**src/rtl/bist_pkg.sv**
```systemverilog
// Shared March C- sequencing types and per-element constants for the BIST controller.
package bist_pkg;

  typedef enum logic [3:0] {
    ST_IDLE,
    ST_M0,
    ST_M1,
    ST_M2,
    ST_M3,
    ST_M4,
    ST_M5,
    ST_FLUSH,
    ST_DONE
  } state_e;

  localparam int unsigned ELEM_W = 3;
  typedef logic [ELEM_W-1:0] elem_t;

  localparam elem_t ELEM_LAST = 3'd5;

  // Bit k of each mask describes element Mk.
  localparam logic [7:0] ELEM_PAIRED = 8'b0001_1110;  // read then write at each address
  localparam logic [7:0] ELEM_DOWN   = 8'b0001_1000;  // address runs N-1..0
  localparam logic [7:0] ELEM_WBIT   = 8'b0000_1010;  // value written (replicated)
  localparam logic [7:0] ELEM_RBIT   = 8'b0001_0100;  // value expected on read (replicated)

  function automatic elem_t state_elem(input state_e s);
    case (s)
      ST_M1:   return 3'd1;
      ST_M2:   return 3'd2;
      ST_M3:   return 3'd3;
      ST_M4:   return 3'd4;
      ST_M5:   return 3'd5;
      default: return 3'd0;
    endcase
  endfunction

  function automatic state_e elem_state(input elem_t e);
    case (e)
      3'd1:    return ST_M1;
      3'd2:    return ST_M2;
      3'd3:    return ST_M3;
      3'd4:    return ST_M4;
      3'd5:    return ST_M5;
      default: return ST_M0;
    endcase
  endfunction

endpackage

```
**src/rtl/bist_addr_counter.sv**
```systemverilog
// Loadable up/down address counter with a terminal-address flag for the current direction.
module bist_addr_counter #(
  parameter int unsigned ADDR_WIDTH = 4
) (
  input  logic                  clk,
  input  logic                  rst_n,
  input  logic                  load,
  input  logic [ADDR_WIDTH-1:0] load_val,
  input  logic                  en,
  input  logic                  down,
  output logic [ADDR_WIDTH-1:0] count_next_c,
  output logic                  last_c
);

  logic [ADDR_WIDTH-1:0] count_q;

  always_comb begin
    count_next_c = count_q;
    if (load) begin
      count_next_c = load_val;
    end else if (en) begin
      count_next_c = down ? count_q - ADDR_WIDTH'(1) : count_q + ADDR_WIDTH'(1);
    end
  end

  assign last_c = down ? (count_q == '0) : (count_q == '1);

  always_ff @(posedge clk) begin
    if (!rst_n) begin
      count_q <= '0;
    end else begin
      count_q <= count_next_c;
    end
  end

endmodule

```
**src/rtl/bist_controller.sv**
```systemverilog
// March C- memory BIST controller: sequences the six elements, drives the memory
// multiplexer and checks read data one cycle after each read strobe.
module bist_controller
  import bist_pkg::*;
#(
  parameter int unsigned ADDR_WIDTH = 4,
  parameter int unsigned DATA_WIDTH = 10
) (
  input  logic                  clk,
  input  logic                  rst_n,
  input  logic                  start,
  output logic                  Nbart,
  output logic [ADDR_WIDTH-1:0] addr,
  output logic [DATA_WIDTH-1:0] wdata,
  output logic                  we,
  output logic                  re,
  input  logic [DATA_WIDTH-1:0] rdata,
  output logic                  done,
  output logic                  fail,
  output logic [ADDR_WIDTH-1:0] fail_addr
);

  state_e                state_q, state_d;
  logic                  phase_q, phase_d;
  logic                  start_q;
  elem_t                 e, ne;

  logic                  cnt_load, cnt_en, cnt_down, cnt_last;
  logic [ADDR_WIDTH-1:0] cnt_load_val, cnt_next;

  logic                  nbart_d, we_d, re_d, done_d;
  logic [ADDR_WIDTH-1:0] addr_d;
  logic [DATA_WIDTH-1:0] wdata_d, exp_d, exp_q;

  logic                  chk_valid_q;
  logic [DATA_WIDTH-1:0] chk_exp_q;
  logic [ADDR_WIDTH-1:0] chk_addr_q;
  logic                  restart;

  assign e        = state_elem(state_q);
  assign ne       = state_elem(state_d);
  assign cnt_down = ELEM_DOWN[e];
  assign restart  = (state_q == ST_DONE) && (state_d == ST_M0);

  bist_addr_counter #(
    .ADDR_WIDTH (ADDR_WIDTH)
  ) u_addr_counter (
    .clk          (clk),
    .rst_n        (rst_n),
    .load         (cnt_load),
    .load_val     (cnt_load_val),
    .en           (cnt_en),
    .down         (cnt_down),
    .count_next_c (cnt_next),
    .last_c       (cnt_last)
  );

  always_ff @(posedge clk) begin
    if (!rst_n) begin
      state_q <= ST_IDLE;
      phase_q <= 1'b0;
      start_q <= 1'b0;
    end else begin
      state_q <= state_d;
      phase_q <= phase_d;
      start_q <= start;
    end
  end

  // Element sequencing; start is only looked at in IDLE and DONE.
  always_comb begin
    state_d      = state_q;
    phase_d      = phase_q;
    cnt_load     = 1'b0;
    cnt_load_val = '0;
    cnt_en       = 1'b0;
    case (state_q)
      ST_IDLE, ST_DONE: begin
        if (start_q) begin
          state_d  = ST_M0;
          phase_d  = 1'b0;
          cnt_load = 1'b1;
        end
      end
      ST_FLUSH: state_d = ST_DONE;
      default: begin
        if (ELEM_PAIRED[e]) begin
          phase_d = ~phase_q;
        end
        if (!ELEM_PAIRED[e] || phase_q) begin
          if (cnt_last) begin
            phase_d = 1'b0;
            if (e == ELEM_LAST) begin
              state_d = ST_FLUSH;
            end else begin
              state_d      = elem_state(e + 3'd1);
              cnt_load     = 1'b1;
              cnt_load_val = ELEM_DOWN[e + 3'd1] ? '1 : '0;
            end
          end else begin
            cnt_en = 1'b1;
          end
        end
      end
    endcase
  end

  // Operation decode from the upcoming state so the strobes leave a register.
  always_comb begin
    nbart_d = 1'b0;
    we_d    = 1'b0;
    re_d    = 1'b0;
    done_d  = 1'b0;
    addr_d  = '0;
    wdata_d = '0;
    exp_d   = '0;
    case (state_d)
      ST_M0, ST_M1, ST_M2, ST_M3, ST_M4, ST_M5: begin
        nbart_d = 1'b1;
        re_d    = (ELEM_PAIRED[ne] && !phase_d) || (ne == ELEM_LAST);
        we_d    = !re_d;
        addr_d  = cnt_next;
        wdata_d = (we_d && ELEM_WBIT[ne]) ? '1 : '0;
        exp_d   = (re_d && ELEM_RBIT[ne]) ? '1 : '0;
      end
      ST_FLUSH: nbart_d = 1'b1;
      ST_DONE:  done_d  = 1'b1;
      default:  ;
    endcase
  end

  always_ff @(posedge clk) begin
    if (!rst_n) begin
      Nbart <= 1'b0;
      we    <= 1'b0;
      re    <= 1'b0;
      done  <= 1'b0;
      addr  <= '0;
      wdata <= '0;
      exp_q <= '0;
    end else begin
      Nbart <= nbart_d;
      we    <= we_d;
      re    <= re_d;
      done  <= done_d;
      addr  <= addr_d;
      wdata <= wdata_d;
      exp_q <= exp_d;
    end
  end

  // Read check: expectation trails the strobe by one cycle to meet the returning data.
  always_ff @(posedge clk) begin
    if (!rst_n) begin
      chk_valid_q <= 1'b0;
      chk_exp_q   <= '0;
      chk_addr_q  <= '0;
      fail        <= 1'b0;
      fail_addr   <= '0;
    end else begin
      chk_valid_q <= re;
      chk_exp_q   <= exp_q;
      chk_addr_q  <= addr;
      if (restart) begin
        fail      <= 1'b0;
        fail_addr <= '0;
      end else if (chk_valid_q && (rdata != chk_exp_q) && !fail) begin
        fail      <= 1'b1;
        fail_addr <= chk_addr_q;
      end
    end
  end

endmodule
```
**config.mk**
```make
export PLATFORM = sky130hd
export DESIGN_NAME = bist_controller
export DESIGN_NICKNAME = d
export VERILOG_FILES = /design/src/rtl/bist_pkg.sv /design/src/rtl/bist_addr_counter.sv /design/src/rtl/bist_controller.sv
export SDC_FILE = /design/constraint.sdc
export NUM_CORES = 1
export LEC_CHECK = 0
export CORE_ASPECT_RATIO = 1.5
export CORE_MARGIN = 1
export CORE_UTILIZATION = 50
export DETAILED_ROUTE_END_ITERATION = 16
export GPL_ROUTABILITY_DRIVEN = 1
export PLACE_DENSITY = 0.88
export SLEW_MARGIN = 15
export SYNTH_ARGS = -nofsm -noshare
export SYNTH_HDL_FRONTEND = slang
export SYNTH_SLANG_ARGS = --single-unit
```
**constraint.sdc**
```tcl
create_clock -name clk -period 3 [get_ports clk]
set_clock_uncertainty 0.15 [all_clocks]
set_input_delay 0.3 -clock clk [delete_from_list [all_inputs] [get_ports clk]]
set_output_delay 0.3 -clock clk [all_outputs]
set_load 0.005 [all_outputs]
```
Yosys cells after proc, flatten, opt, wreduce, memory -nomap -nowiden
Memory sizes are Yosys's and may differ from the RTL's.
Index checks and enable logic that the tools add are counted.
- magnitude comparators: 3
- bitwise gates (word level): 2
- equal/unequal tests: 24
- muxes and demuxes: 40
- reduce and logical (&&, ||, !) cells: 20
- add/subtract/negate cells: 3
- operators with widths (cell ; number):
    one-hot mux 3 bit (5 select lines) ; 3
    two-way mux 4 bit ; 11
    == test 4 x 3 -> 1 bit (second input constant) ; 8
    two-way mux 1 bit ; 20
    two-way mux 10 bit ; 2
    == test 4 x 2 -> 1 bit (second input constant) ; 4
    == test 3 bit (second input constant) ; 4
    == test 4 bit (second input constant) ; 3
    less-than comparator 3 x 4 -> 1 bit (second input constant) ; 3
    inequality test 10 bit ; 1
    zero test 4 bit ; 2
    one-hot mux 4 bit (2 select lines) ; 1
    OR reduction 7 bit ; 1
    == test 3 x 2 -> 1 bit (second input constant) ; 2
    logical AND 1 bit ; 6
    OR reduction 6 bit ; 1
    adder 4 x 1 -> 4 bit (second input constant) ; 1
    == test 4 x 1 -> 1 bit (second input constant) ; 1
    zero test 1 bit ; 4
    one-hot mux 1 bit (2 select lines) ; 2
    OR reduction 2 bit ; 2
    subtractor 4 x 1 -> 4 bit (second input constant) ; 1
    adder 3 x 1 -> 3 bit (second input constant) ; 1
    == test 3 x 1 -> 1 bit (second input constant) ; 1
    other kinds (5) ; 7
- input bits: 13
- memory bits (read-only): 48
- register bits: 58
- memories kept: 6
- word-level logic and storage cells: 114
- output and inout bits: 23
- memories (memory ; depth ; bits a word ; read ports ; clocked after Yosys merged registers in ; write ports ; RTL line ; text):
    (no name shown) ; 8 ; 1 ; 1 ; 0 ; 0 ; bist_controller.sv:124 ; exp_d = (re_d && ELEM_RBIT[ne]) ? '1 : '0;
    (no name shown) ; 8 ; 1 ; 1 ; 0 ; 0 ; bist_controller.sv:123 ; wdata_d = (we_d && ELEM_WBIT[ne]) ? '1 : '0;
    (no name shown) ; 8 ; 1 ; 1 ; 0 ; 0 ; bist_controller.sv:120 ; re_d = (ELEM_PAIRED[ne] && !phase_d) || (ne == ELEM_LAST);
    (no name shown) ; 8 ; 1 ; 1 ; 0 ; 0 ; bist_controller.sv:98 ; cnt_load_val = ELEM_DOWN[e + 3'd1] ? '1 : '0;
    (no name shown) ; 8 ; 1 ; 1 ; 0 ; 0 ; bist_controller.sv:90 ; if (!ELEM_PAIRED[e] || phase_q) begin
    (no name shown) ; 8 ; 1 ; 1 ; 0 ; 0 ; bist_controller.sv:42 ; assign cnt_down = ELEM_DOWN[e];

Logic depth before layout (Yosys ltp)
- depth after elaboration: 18
- depth in mapped cells: 12
- mapped depth without buffers: 9

By module
A second synthesis with hierarchy kept.
- cells, all modules: 199
- area total of the unflattened synthesis: 1677.9 um^2
- by module, submodules not included (module ; area each (um^2) ; times used ; cells each ; seq. area each (um^2)):
    bist_controller ; 1330.0 ; 1 ; 156 ; 540.5
    bist_addr_counter ; 347.8 ; 1 ; 43 ; 80.1

Worst setup path before layout
OpenSTA, ideal clock, no wires.
- kind: flip-flop to flip-flop
- from: register state_q[2]
- to: register re
- cell stages (with the launch flop): 11
- arrival: 2353 ps
- path slack: 375 ps
- data required time: 2728 ps
- clock period less this slack: 2625 ps
- path through: dfxtp_1 -> buf_4 -> clkbuf_1 -> xnor2_1 -> nor2_1 -> ha_1 -> buf_1 -> or3_4 -> o32ai_2 -> nor3_1 -> o311a_1
- cells in the longest elaborated chain, start to end: 15
- ends and longest elaborated chain (what ; RTL line ; text):
    from (decl) ; bist_controller.sv:23 ; state_e state_q, state_d;
    from (signal assigned) ; bist_controller.sv:64 ; state_q <= state_d;
    == test 4 x 3 -> 1 bit / == test 4 x 2 -> 1 bit (equally long branches) ; bist_pkg.sv:28 ; case (s)
    one-hot mux 3 bit (5 select lines) ; bist_pkg.sv:28 ;
    adder 3 x 1 -> 3 bit ; bist_controller.sv:96 ; state_d = elem_state(e + 3'd1);
    == test 3 bit (tied with other cells) ; bist_pkg.sv:39 ; case (e)
    one-hot mux 3 bit (5 select lines) ; bist_pkg.sv:39 ;
    two-way mux 3 bit ; bist_controller.sv:93 ; if (e == ELEM_LAST) begin
    two-way mux 4 bit ; bist_controller.sv:91 ; if (cnt_last) begin
    two-way mux 4 bit ; bist_controller.sv:90 ;
    one-hot mux 4 bit (2 select lines) ; bist_controller.sv:77 ; case (state_q)
    == test 4 x 3 -> 1 bit / == test 4 x 2 -> 1 bit (equally long branches) ; bist_pkg.sv:28, bist_controller.sv:117 ;
    one-hot mux 3 bit (5 select lines) ; bist_pkg.sv:28 ;
    memory (8 x 1 bit) ; - ;
    two-way mux 1 bit (implied by the code) ; bist_controller.sv:120 ;
    logical AND 1 bit ; bist_controller.sv:120 ;
    logical OR 1 bit ; bist_controller.sv:120 ;
    to (signal assigned) ; bist_controller.sv:144 ; re <= re_d;
    to (decl) ; bist_controller.sv:16 ; output logic re,
Several ways; a longest one is shown, not always the timed one. The select of a mux whose other input is x is not followed.
A chain may end at the register's enable or synchronous reset.

Worst setup path in the final report
- from: register state_q[3]
- to: register re
Same word-level chain as after synthesis.

==> metrics.yaml <==
outcome:
  outcome: "complete, no violations"
power:
  power_density_nw_per_um2: 458.9
  max-vdd-ir-drop_v: 0.0003859
  static-leakage-power_nw: 0.8023
  p_total_uw: 950.9
timing:
  whs_ns: 0.2821
  relSlewSlack: 0.6011
  hold_violations: 0
  setup_viol: 0
  tightestPinTransition_ns: 0.5938
  max_freq_mhz: 403.0
  fin_crit_ns: 2.481
  rsz0062_at_grt: "false"
  tns_ns: 0
  report.final.slew_viol_count: 0
  fin_crit_sh: 0.8272
yosys:
  synth_common_cells: "dfxtp_1, nor2_1, nor3_1"
  synth_most_common_cell: "dfxtp_1"
  ys_top_cells_by_area: "dfxtp_1, nor2_1, buf_4"
  synth-edff-count: 0
  synthAdderAreaFrac: 0.03555
  synth-compound-area-share: 0.1893
  post-synth-top-area-fraction: 0.3833
  synth_nets: 203
  synth_top_family_by_area: "simple AND/OR/NAND/NOR gates"
  synthesis.area_sq_um: 1619
  synth_ff_type: "dfxtp_1"
  synth_area_per_cell_sq_um: 8.705
  netlist_instances: 186
  synth-seq-area-share: 0.3833
  async_reset_ff_frac: 0
  synth_top_area_cell: "dfxtp_1"
  synth-simple-area-share: 0.2566
  synth_seq_cells: 31
  synth.distinct_cells: 50
  muxShareOfSynthArea: 0.04019
  yosysWarningCount: 0
  synth_xor_area_frac: 0.01623
worst_setup_path:
  reg2reg_depth: 6
  arrival_ns: 2.50
  cp-endpoint: "re"
  ff2ff_setup_slack_ns: 0.52
  criticalPathCategory: "flip-flop to flip-flop"
  rr_startpoint: "state_q[3]"
  crit_fanout: 8
  crit_required_ns: 3.01
  worst_setup_path_end_kind: "flip-flop"
  r2r_end: "re"
  critPathLaunch: "state_q[3]"
  startpoint_type: "flip-flop"
final_layout:
  nets: 233
  drive_gt1_frac: 0.1060
  areaGrowthSynthToFinish_pct: 27.98
  fillCellCount: 253
  n_antenna_cell: 0
  utilization: 0.6900
clock_network:
  clock-sinks: 31
  worst_skew_pair.late_latency_ns: 0.28
  htreeDepth: 2
  cts.repair.resized: 0
  clkTransAtPathRegs_ns: 0.07
  cts_root_buf: "clkbuf_8"
  numCtsBuffers: 5
  clockBufferDepth: 2
  cts_tree: "done"
  cts_setup_buffers: 0
  ctsHoldBuffers: 0
global_routing:
  grt_pass1_wl_mm: 6.244
  grt_usage: 0.2320
  grt_overflow: 0
  antenna_found_initial: 0
  grt_pass1_vias: 1488
  grt_max_degree: 16
flow_run:
  cap_violations: 0
placed_design:
  place_hpwl_mm: 2.747
  io_buffers: 35
  gp_congestion: 0.8815
floorplanning:
  die_w_microns: 48.46
  initial_core_util: 0.5392
  io-pin-count: 36
  rows: 24
  die_area_sq_um: 3474
  core_sq_um: 3003
  die_h_microns: 71.70
min_path:
  min_path_type: "flip-flop to flip-flop"
  min_from: "exp_q[8]"
drt:
  drt-initial-drc-count: 91
  firstDrtPassIters: 4
  ant_nets: 0
  vias_per_cell: 5.824
  wirelength_mm: 3.622
  wire_per_inst_microns: 14.15
  vias: 1491
  drc_errors: 0
==> worst max-delay path, stage by stage (launching register included) <==
cell	delay, ns
dfxtp_1	0.39
nor3b_4	0.27
mux2i_2	0.43
nor2_1	0.14
o41ai_2	0.57
nor2_1	0.11
o311a_1	0.31
==> layout by cell type, fill, tap and decap left out, types with 2 or more instances in the layout <==
cell	instances
nor4_1	4
nor3_1	11
a22oi_1	2
o221ai_1	2
buf_4	5
o211ai_1	2
a311oi_1	2
a21o_1	2
ha_1	3
clkbuf_8	6
nand4_1	3
mux2i_1	4
and2_1	8
nor2_1	22
xnor2_1	2
or3_1	2
a31oi_1	4
nand2_1	6
a21oi_1	10
nor2b_1	3
clkdlybuf4s50_1	35
o21ai_0	7
o21a_1	3
nand3_1	5
inv_1	7
dfxtp_1	31
==> cells by family (layout without fill, tap and decap cells) <==
| kind of cell | count (synthesis) | count (layout) |
|---|---|---|
| AO/OA/AOI/OAI | 43 | 43 |
| XOR/XNOR | 3 | 3 |
| adder cells (fa/ha/maj) | 4 | 4 |
| buffers and inverters | 24 | 55 |
| flip-flops | 31 | 31 |
| multiplexers | 6 | 6 |
| AND/OR/NAND/NOR | 75 | 75 |
==> layout make-up <==
cell class | count | area [sq um] | share of cell area
multi-input cells | 131 | 870.8 | 0.4203
flip-flops and latches | 31 | 620.6 | 0.2995
repair buffers | 40 | 387.9 | 0.1872
clock buffers | 6 | 82.58 | 0.03986
well taps | 39 | 48.80 | 0.02355
clock inverters | 2 | 35.03 | 0.01691
inverters | 7 | 26.28 | 0.01268
==> flip-flops by register name, indices dropped and copies added (netlist names) <==
name and cells:
chk_exp_q 1, fail 1, state_q 4, fail_addr 4, chk_addr_q 4, phase_q 1
wdata 1, done 1, we 1, exp_q 1, Nbart 1, chk_valid_q 1
re 1, u_addr_counter.count_q 4, start_q 1, addr 4
==> power by group <==
group	total, mW	switching, mW	internal, mW
Clock	0.417	0.149	0.268
Sequential	0.437	0.0135	0.423
Combinational	0.0969	0.0484	0.0485
==> metal layers <==
metal  share of wire  vias up  GRT usage
met2            0.52       77     0.4225
met5               0        -          0
met3           0.073       18    0.06582
li1                -      726          -
met1            0.37      670     0.2291
met4           0.041        0     0.1471
==> stage by stage <==
stage          instances  worst slack (ns)  cell area, sq um
2_1_floorplan        186            0.3755              1619
3_3_place_gp         248            0.6181              1954
3_5_place_dp         248            0.5652              1954
4_1_cts              256            0.5353              2072
5_1_grt              256            0.3637              2072
6_report             256            0.5185              2072
==> worst min-delay path by stage <==
stage,cells past startpoint,endpoint,slack (ns)
3_5_place_dp,1,chk_exp_q[8],0.27
4_1_cts,1,chk_exp_q[8],0.29
3_3_place_gp,1,chk_exp_q[8],0.28
5_1_grt,1,chk_exp_q[8],0.30
6_report,1,chk_exp_q[8],0.28
2_1_floorplan,1,chk_exp_q[8],0.26
(Power assumes the default switching activity.)
